File: src/rtl/nibble_carry_accumulator.sv
// Serial multi-precision adder back end: folds inter-nibble carries into a
// stream of 4-bit adder results and presents the assembled word on a valid/ready port.
module nibble_carry_accumulator #(
    parameter int NIBBLES = 4,
    parameter int CNT_W   = $clog2(NIBBLES + 1)
) (
    input  logic                   clk,
    input  logic                   rst,
    input  logic                   in_valid,
    output logic                   in_ready,
    input  logic [3:0]             in_sum,
    input  logic                   in_cout,
    input  logic                   in_first,
    input  logic                   in_last,
    output logic                   out_valid,
    input  logic                   out_ready,
    output logic [4*NIBBLES-1:0]   out_sum,
    output logic                   out_cout,
    output logic [CNT_W-1:0]       out_count,
    output logic                   out_len_err
);

    typedef enum logic [1:0] {
        ST_IDLE  = 2'd0,
        ST_ACCUM = 2'd1,
        ST_HOLD  = 2'd2
    } state_t;

    state_t                r_state;
    logic                  r_carry;
    logic [CNT_W-1:0]      r_cnt;
    logic [4*NIBBLES-1:0]  r_asm;
    logic                  r_in_ready;
    logic                  r_out_valid;
    logic [4*NIBBLES-1:0]  r_out_sum;
    logic                  r_out_cout;
    logic [CNT_W-1:0]      r_out_count;
    logic                  r_out_len_err;

    logic                  w_accept;
    logic                  w_start;
    logic                  w_cin;
    logic [4:0]            w_t;
    logic                  w_new_carry;
    logic [CNT_W-1:0]      w_slot;
    logic [CNT_W-1:0]      w_cnt_next;
    logic                  w_done;
    logic                  w_len_err;
    logic [4*NIBBLES-1:0]  w_asm_base;
    logic [4*NIBBLES-1:0]  w_asm_next;

    // Carry fold and slot placement for the nibble currently offered.
    always_comb begin
        w_accept    = in_valid && r_in_ready;
        // Any word start (explicit or implied by IDLE) drops the old carry and partial word.
        w_start     = (r_state == ST_IDLE) || in_first;
        w_cin       = w_start ? 1'b0 : r_carry;
        w_t         = {1'b0, in_sum} + {4'b0000, w_cin};
        w_new_carry = in_cout | w_t[4];
        w_slot      = w_start ? {CNT_W{1'b0}} : r_cnt;
        w_cnt_next  = w_slot + CNT_W'(1);
        w_done      = in_last || (w_slot == CNT_W'(NIBBLES - 1));
        w_len_err   = !in_last || (w_cnt_next != CNT_W'(NIBBLES));
        w_asm_base  = w_start ? {(4*NIBBLES){1'b0}} : r_asm;
        w_asm_next  = w_asm_base;
        for (int k = 0; k < NIBBLES; k++) begin
            w_asm_next[4*k +: 4] = (w_slot == CNT_W'(k)) ? w_t[3:0] : w_asm_base[4*k +: 4];
        end
    end

    // Control FSM with registered handshake and output holding registers.
    always_ff @(posedge clk) begin
        if (rst) begin
            r_state       <= ST_IDLE;
            r_carry       <= 1'b0;
            r_cnt         <= {CNT_W{1'b0}};
            r_asm         <= {(4*NIBBLES){1'b0}};
            r_in_ready    <= 1'b0;
            r_out_valid   <= 1'b0;
            r_out_sum     <= {(4*NIBBLES){1'b0}};
            r_out_cout    <= 1'b0;
            r_out_count   <= {CNT_W{1'b0}};
            r_out_len_err <= 1'b0;
        end else begin
            case (r_state)
                ST_IDLE, ST_ACCUM: begin
                    r_in_ready <= 1'b1;
                    if (w_accept) begin
                        r_carry <= w_new_carry;
                        r_cnt   <= w_cnt_next;
                        r_asm   <= w_asm_next;
                        if (w_done) begin
                            r_state       <= ST_HOLD;
                            r_in_ready    <= 1'b0;
                            r_out_valid   <= 1'b1;
                            r_out_sum     <= w_asm_next;
                            r_out_cout    <= w_new_carry;
                            r_out_count   <= w_cnt_next;
                            r_out_len_err <= w_len_err;
                        end else begin
                            r_state <= ST_ACCUM;
                        end
                    end
                end
                ST_HOLD: begin
                    if (out_ready) begin
                        r_state     <= ST_IDLE;
                        r_in_ready  <= 1'b1;
                        r_out_valid <= 1'b0;
                    end else begin
                        r_in_ready  <= 1'b0;
                    end
                end
                default: begin
                    r_state     <= ST_IDLE;
                    r_in_ready  <= 1'b0;
                    r_out_valid <= 1'b0;
                end
            endcase
        end
    end

    assign in_ready    = r_in_ready;
    assign out_valid   = r_out_valid;
    assign out_sum     = r_out_sum;
    assign out_cout    = r_out_cout;
    assign out_count   = r_out_count;
    assign out_len_err = r_out_len_err;

endmodule

File: config.mk
export PLATFORM = sky130hd
export DESIGN_NAME = nibble_carry_accumulator
export DESIGN_NICKNAME = d
export VERILOG_FILES = /design/src/rtl/nibble_carry_accumulator.sv
export SDC_FILE = /design/constraint.sdc
export NUM_CORES = 1
export LEC_CHECK = 0
export CORE_MARGIN = 2
export CORE_UTILIZATION = 56
export DETAILED_ROUTE_END_ITERATION = 8
export GPL_TIMING_DRIVEN = 0
export PLACE_DENSITY = 0.81
export SYNTH_ARGS = -nofsm -noshare
export SYNTH_HDL_FRONTEND = slang
export SYNTH_SLANG_ARGS = --single-unit
export TNS_END_PERCENT = 20
File: constraint.sdc
create_clock -name clk -period 4 [get_ports clk]
set_input_delay 0.8 -clock clk [delete_from_list [all_inputs] [get_ports clk]]
set_output_delay 0.8 -clock clk [all_outputs]
set_load 0.02 [all_outputs]
Word-level counts from Yosys, hierarchy flattened --
Index checks and enable logic that the tools add are counted.
Cells by class: add/sub/neg operators 2, equal/unequal tests 9, multiplexer cells 19, bitwise logic cells 1, reductions and logical operators 12
Operators with widths (number):
- $mux W16 | 1
- $mux W4 | 4
- $mux W1 | 7
- $eq A3 B2 Y1 const B | 2
- $mux W2 | 3
- $ne A2 B2 Y1 const B | 3
- $reduce_and A3 Y1 | 2
- $add A4 B1 Y5 | 1
- $pmux W1 S2 | 2
- $pmux W2 S2 | 1
- $reduce_and A2 Y1 | 2
- $add A3 B1 Y3 const B | 1
- $eq A3 B1 Y1 const B | 1
- $logic_not A3 Y1 | 1
- $logic_or A1 B1 Y1 | 3
- $mux W3 | 1
- $ne A3 B3 Y1 const B | 1
- $eq A2 B1 Y1 const B | 1
- $eq A2 B2 Y1 const B | 1
- $logic_not A2 Y1 | 1
- $reduce_or A2 Y1 | 1
- $logic_and A1 B1 Y1 | 1
- $logic_not A1 Y1 | 1
- $or A1 B1 Y1 | 1
Word-level totals: flip-flop bits (word level) 45, input bits 11, logic and storage cells 53

Depth between registers and ports, before layout --
depth after elaboration 8, depth in mapped cells 11

Least setup slack after synthesis --
OpenSTA, ideal clock, no wires.
kind in2reg, from in in_first, to reg r_out_sum[13] (netlist: out_sum[13]), library setup time 86 ps, arrival 2608 ps, setup slack 1307 ps, cell stages on the path 11, path through o21ba_2 -> buf_6 -> and2_1 -> ha_1 -> ha_1 -> buf_2 -> nor2_1 -> nor3_4 -> buf_2 -> nor2_1 -> a211oi_1
Between the ends: longest elaborated chain between the ends 5
RTL lines:
- start, declared | RTL line 13 | input logic in_first,
- $logic_or A1 B1 Y1 * | RTL line 56 | w_start = (r_state == ST_IDLE) || in_first;
- parallel branches: the longest is 4 deep, another holds $add A4 B1 Y5
- end signal, assigned | RTL line 80 | r_out_sum <= {(4*NIBBLES){1'b0}};
- end signal, assigned | RTL line 96 | r_out_sum <= w_asm_next;
- end, declared | RTL line 35 | logic [4*NIBBLES-1:0] r_out_sum;
Every way passes the cells marked *. A chain may end at the register's enable or synchronous reset.

Final worst setup path --
Same ends and word-level chain as after synthesis.

==> metrics <==
outcome finished, final reports clean; total negative setup slack 0 ns; number of remaining DRC errors 0; portion of the post-synthesis area used by sequential elements a little under half; GRT Max-Usage Layer met2; nature of the critical path endpoint register; post-place instance area 2377 µm²; pre-CTS setup slack between 0.5 and 0.6 ns; setup repair after global routing missed its margin no; met1 Usage GRT 32.01%; Tcrit/Tclk final 77.88%; Cells after Synth 220; Antenna Violating Nets Remaining 0; Synth cell types 32; skew final around 0.014 ns; TritonCTS clock tree built; startpoint type of the worst setup path input port; number of global-route vias before repair 1648; nets about 280; clock insertion delay at the later pin of the skew report ~0.37 ns; buffer levels on the longest clock path 2; DIE AREA roughly 4100 µm²; Mean Syn Cell Area 9.088 µm²; flops & latches, synth 45; grt total ovfl 0; pin slew with the least headroom to its limit 0.7633 ns; pins over their slew limit 0; worst vdd ir 235.2 µV; port buffer count 32; final std cell area, no fill about 2500 µm²; final-report setup violation count 0; via count normalized by instance count ~5.8; y dimension of the die roughly 64 µm; Crit Path Category in -> reg; Post-CTS Setup Repair Bufs 0; met2 usage ~40%; number of antenna cells inserted 0; overall power of the completed layout 898.0 µW; Detailed Route WL 4.609 mm; clock-pin transition on the worst setup and hold timing paths around 0.13 ns; H-tree depth reported by CTS 2; required time reported for the critical path endpoint 4.28 ns; die width roughly 64 µm; core area 3390 µm²; All-Layer GR Usage approximately a quarter; number of cells upsized or downsized after cts 0; maximum single-stage delay on the critical path approximately 0.43 ns; Leakage 0.9180 nW; top cells by area in the synthesized netlist sky130_fd_sc_hd__dfxtp_1 (45%), sky130_fd_sc_hd__nor2_1 (8.4%), sky130_fd_sc_hd__a221oi_1 (5.3%); global routing met3 resource utilization 5.458%; smallest setup slack after layout between 0.8 and 0.9 ns; power density relative to cell area 364.1 nW/µm²; iteration-0 DRC count of the detailed router about 120; share of the synthesized area in the top cell type 45.06%; cts bufs inserted 5; maximum operating frequency 321.0 MHz; cell taking the most area after synthesis sky130_fd_sc_hd__dfxtp_1; buffer cell driving the clock tree root sky130_fd_sc_hd__clkbuf_4; worst r2r path cells 11; worst min path class reg -> reg; Initial Util 58.99%; proportion of layout cells with a drive suffix above 1 8.462%; final core area utilization 72.76%; CTS sink cnt 45; area added between synthesis and finish 23.34%; syn_nets between 200 and 250; detailed-routing iteration count for the pre-antenna-repair pass 4; crit path cell chain clkdlybuf4s50_1, o21ba_2, buf_6, and2_1, ha_1, ha_1, buf_2, nor2_1, nor3_4, buf_2, nor2_1, a211oi_1; detailed-route wire length per cell 15.06 µm; detailed-placement wirelength estimate 3.317 mm; Max FO, Critical Path 10; number of antenna violations at the first check in global routing 0; via count 1772; final critical path time including I/O delays and setup 3.115 ns; Ys Warns 0; Post-Syn Area 1999 µm²; final RePlAce weighted congestion roughly 0.82; WP data arrival 3.40 ns; reported max-cap violation count 0; # rows 21; worst slew margin relative to its limit about half; Top-Level Pins 34; critical path's slowest cell sky130_fd_sc_hd__clkdlybuf4s50_1; pin count of the biggest net entering global routing 15; cell count of the worst hold path 2; Hold Violations, Final 0; wire length of the first global-routing pass ~7.7 mm; hold buffer count at CTS 0
==> final cells by class <==
| type | instances | area [µm²] |
|---|---|---|
| flip-flops and latches | 45 | 900.9 |
| multi-input cells | 155 | 994.7 |
| plain buffers | 16 | 88.84 |
| inverters | 4 | 15.01 |
| fillers | 279 | 923.4 |
| well taps | 46 | 57.56 |
| repair buffers | 32 | 320.3 |
| clock inverters | 2 | 37.54 |
| clock buffers | 6 | 51.30 |
==> power breakdown <==
part	total [mW]	internal [mW]	leakage (nW)	switching, mW
Sequential	0.475	0.465	0.366	0.00962
Combinational	0.129	0.0539	0.507	0.0750
Clock	0.294	0.149	0.0445	0.146
Total	0.898	0.667	0.918	0.231
==> cell usage after synthesis <==
master,count
sky130_fd_sc_hd__o21ai_4,1
sky130_fd_sc_hd__buf_2,5
sky130_fd_sc_hd__and3b_1,1
sky130_fd_sc_hd__ha_1,8
sky130_fd_sc_hd__dfxtp_1,45
sky130_fd_sc_hd__o21bai_1,1
sky130_fd_sc_hd__nand3_1,2
sky130_fd_sc_hd__a32oi_1,12
sky130_fd_sc_hd__nor3_1,15
sky130_fd_sc_hd__xnor2_1,1
sky130_fd_sc_hd__nor3_4,1
sky130_fd_sc_hd__o21ba_2,1
sky130_fd_sc_hd__nand2b_1,3
sky130_fd_sc_hd__o21ai_0,9
sky130_fd_sc_hd__a22oi_1,4
sky130_fd_sc_hd__a21o_1,2
sky130_fd_sc_hd__xor2_1,1
sky130_fd_sc_hd__nor2b_1,3
sky130_fd_sc_hd__a211oi_1,9
sky130_fd_sc_hd__nor2_1,45
sky130_fd_sc_hd__a221oi_1,12
sky130_fd_sc_hd__a21boi_4,1
sky130_fd_sc_hd__mux2i_1,2
sky130_fd_sc_hd__a21oi_1,4
sky130_fd_sc_hd__a31oi_1,2
sky130_fd_sc_hd__inv_1,4
sky130_fd_sc_hd__clkbuf_1,8
sky130_fd_sc_hd__and2_1,4
sky130_fd_sc_hd__buf_6,3
sky130_fd_sc_hd__a21boi_2,2
sky130_fd_sc_hd__o211a_1,1
sky130_fd_sc_hd__nand2_1,8
==> cell families after synthesis <==
family	count (synthesis)	share of synthesized area (%)
and+or+nand+nor	82	18.59
AOI/OAI and AO/OA	61	24.28
DFF	45	45.06
buffers and inverters	20	5.194
adders and majority gates	8	5.006
xor gates and xnor gates	2	0.8763
muxes	2	1.001
==> cells in the final DEF (no fill, tap or decap), types with 2 or more instances in the layout <==
cell type / netlist / layout
sky130_fd_sc_hd__dfxtp_1: 45 / 45
sky130_fd_sc_hd__clkbuf_1: 8 / 8
sky130_fd_sc_hd__a22oi_1: 4 / 4
sky130_fd_sc_hd__a31oi_1: 2 / 2
sky130_fd_sc_hd__a21boi_2: 2 / 2
sky130_fd_sc_hd__a221oi_1: 12 / 12
sky130_fd_sc_hd__ha_1: 8 / 8
sky130_fd_sc_hd__a21o_1: 2 / 2
sky130_fd_sc_hd__buf_2: 5 / 5
sky130_fd_sc_hd__nand2_1: 8 / 8
sky130_fd_sc_hd__o21ai_0: 9 / 9
sky130_fd_sc_hd__and2_1: 4 / 4
sky130_fd_sc_hd__mux2i_1: 2 / 2
sky130_fd_sc_hd__a21oi_1: 4 / 4
sky130_fd_sc_hd__a32oi_1: 12 / 12
sky130_fd_sc_hd__clkdlybuf4s50_1: 0 / 32
sky130_fd_sc_hd__nand3_1: 2 / 2
sky130_fd_sc_hd__inv_1: 4 / 4
sky130_fd_sc_hd__nor3_1: 15 / 15
sky130_fd_sc_hd__nor2_1: 45 / 45
sky130_fd_sc_hd__nand2b_1: 3 / 3
sky130_fd_sc_hd__clkbuf_4: 0 / 5
sky130_fd_sc_hd__a211oi_1: 9 / 9
sky130_fd_sc_hd__nor2b_1: 3 / 3
sky130_fd_sc_hd__buf_6: 3 / 3
==> path summary, 6_finish.rpt <==
path,start,endpoint,slack [ns]
worst max register to register,r_state[1],out_sum[13],1.31
worst min-delay path,out_count[1],out_count[1],0.46
worst max-delay path,in_first,out_sum[13],0.88
worst min register to register,out_count[1],out_count[1],0.46
==> worst max-delay path: cells and delay by family <==
family,cells,cell delay (ns)
compound gates,2,0.52
fa+ha+maj,2,0.30
buf+inv,4,1.08
simple gates,4,0.68
==> layer usage <==
metal,vias up,routed length (µm)
met2,51,2171
met5,-,0
met4,0,73
met1,830,2111
li1,883,-
met3,8,253
==> sequential cells by signal, indices dropped and copies added (netlist names) <==
register and flops:
in_ready 1, out_count 3, out_cout 1, out_len_err 1, out_sum 16, out_valid 1, r_asm 16, r_carry 1
r_cnt 3, r_state 2
==> through the flow <==
stage,hold WS (ns),cells
after global routing,0.4851,306
final,0.4606,306
after floorplan,0.4515,220
after CTS,0.4654,306
after global placement,0.4453,298
after detailed placement,0.4478,298
Power figures use the tool's default switching activity.
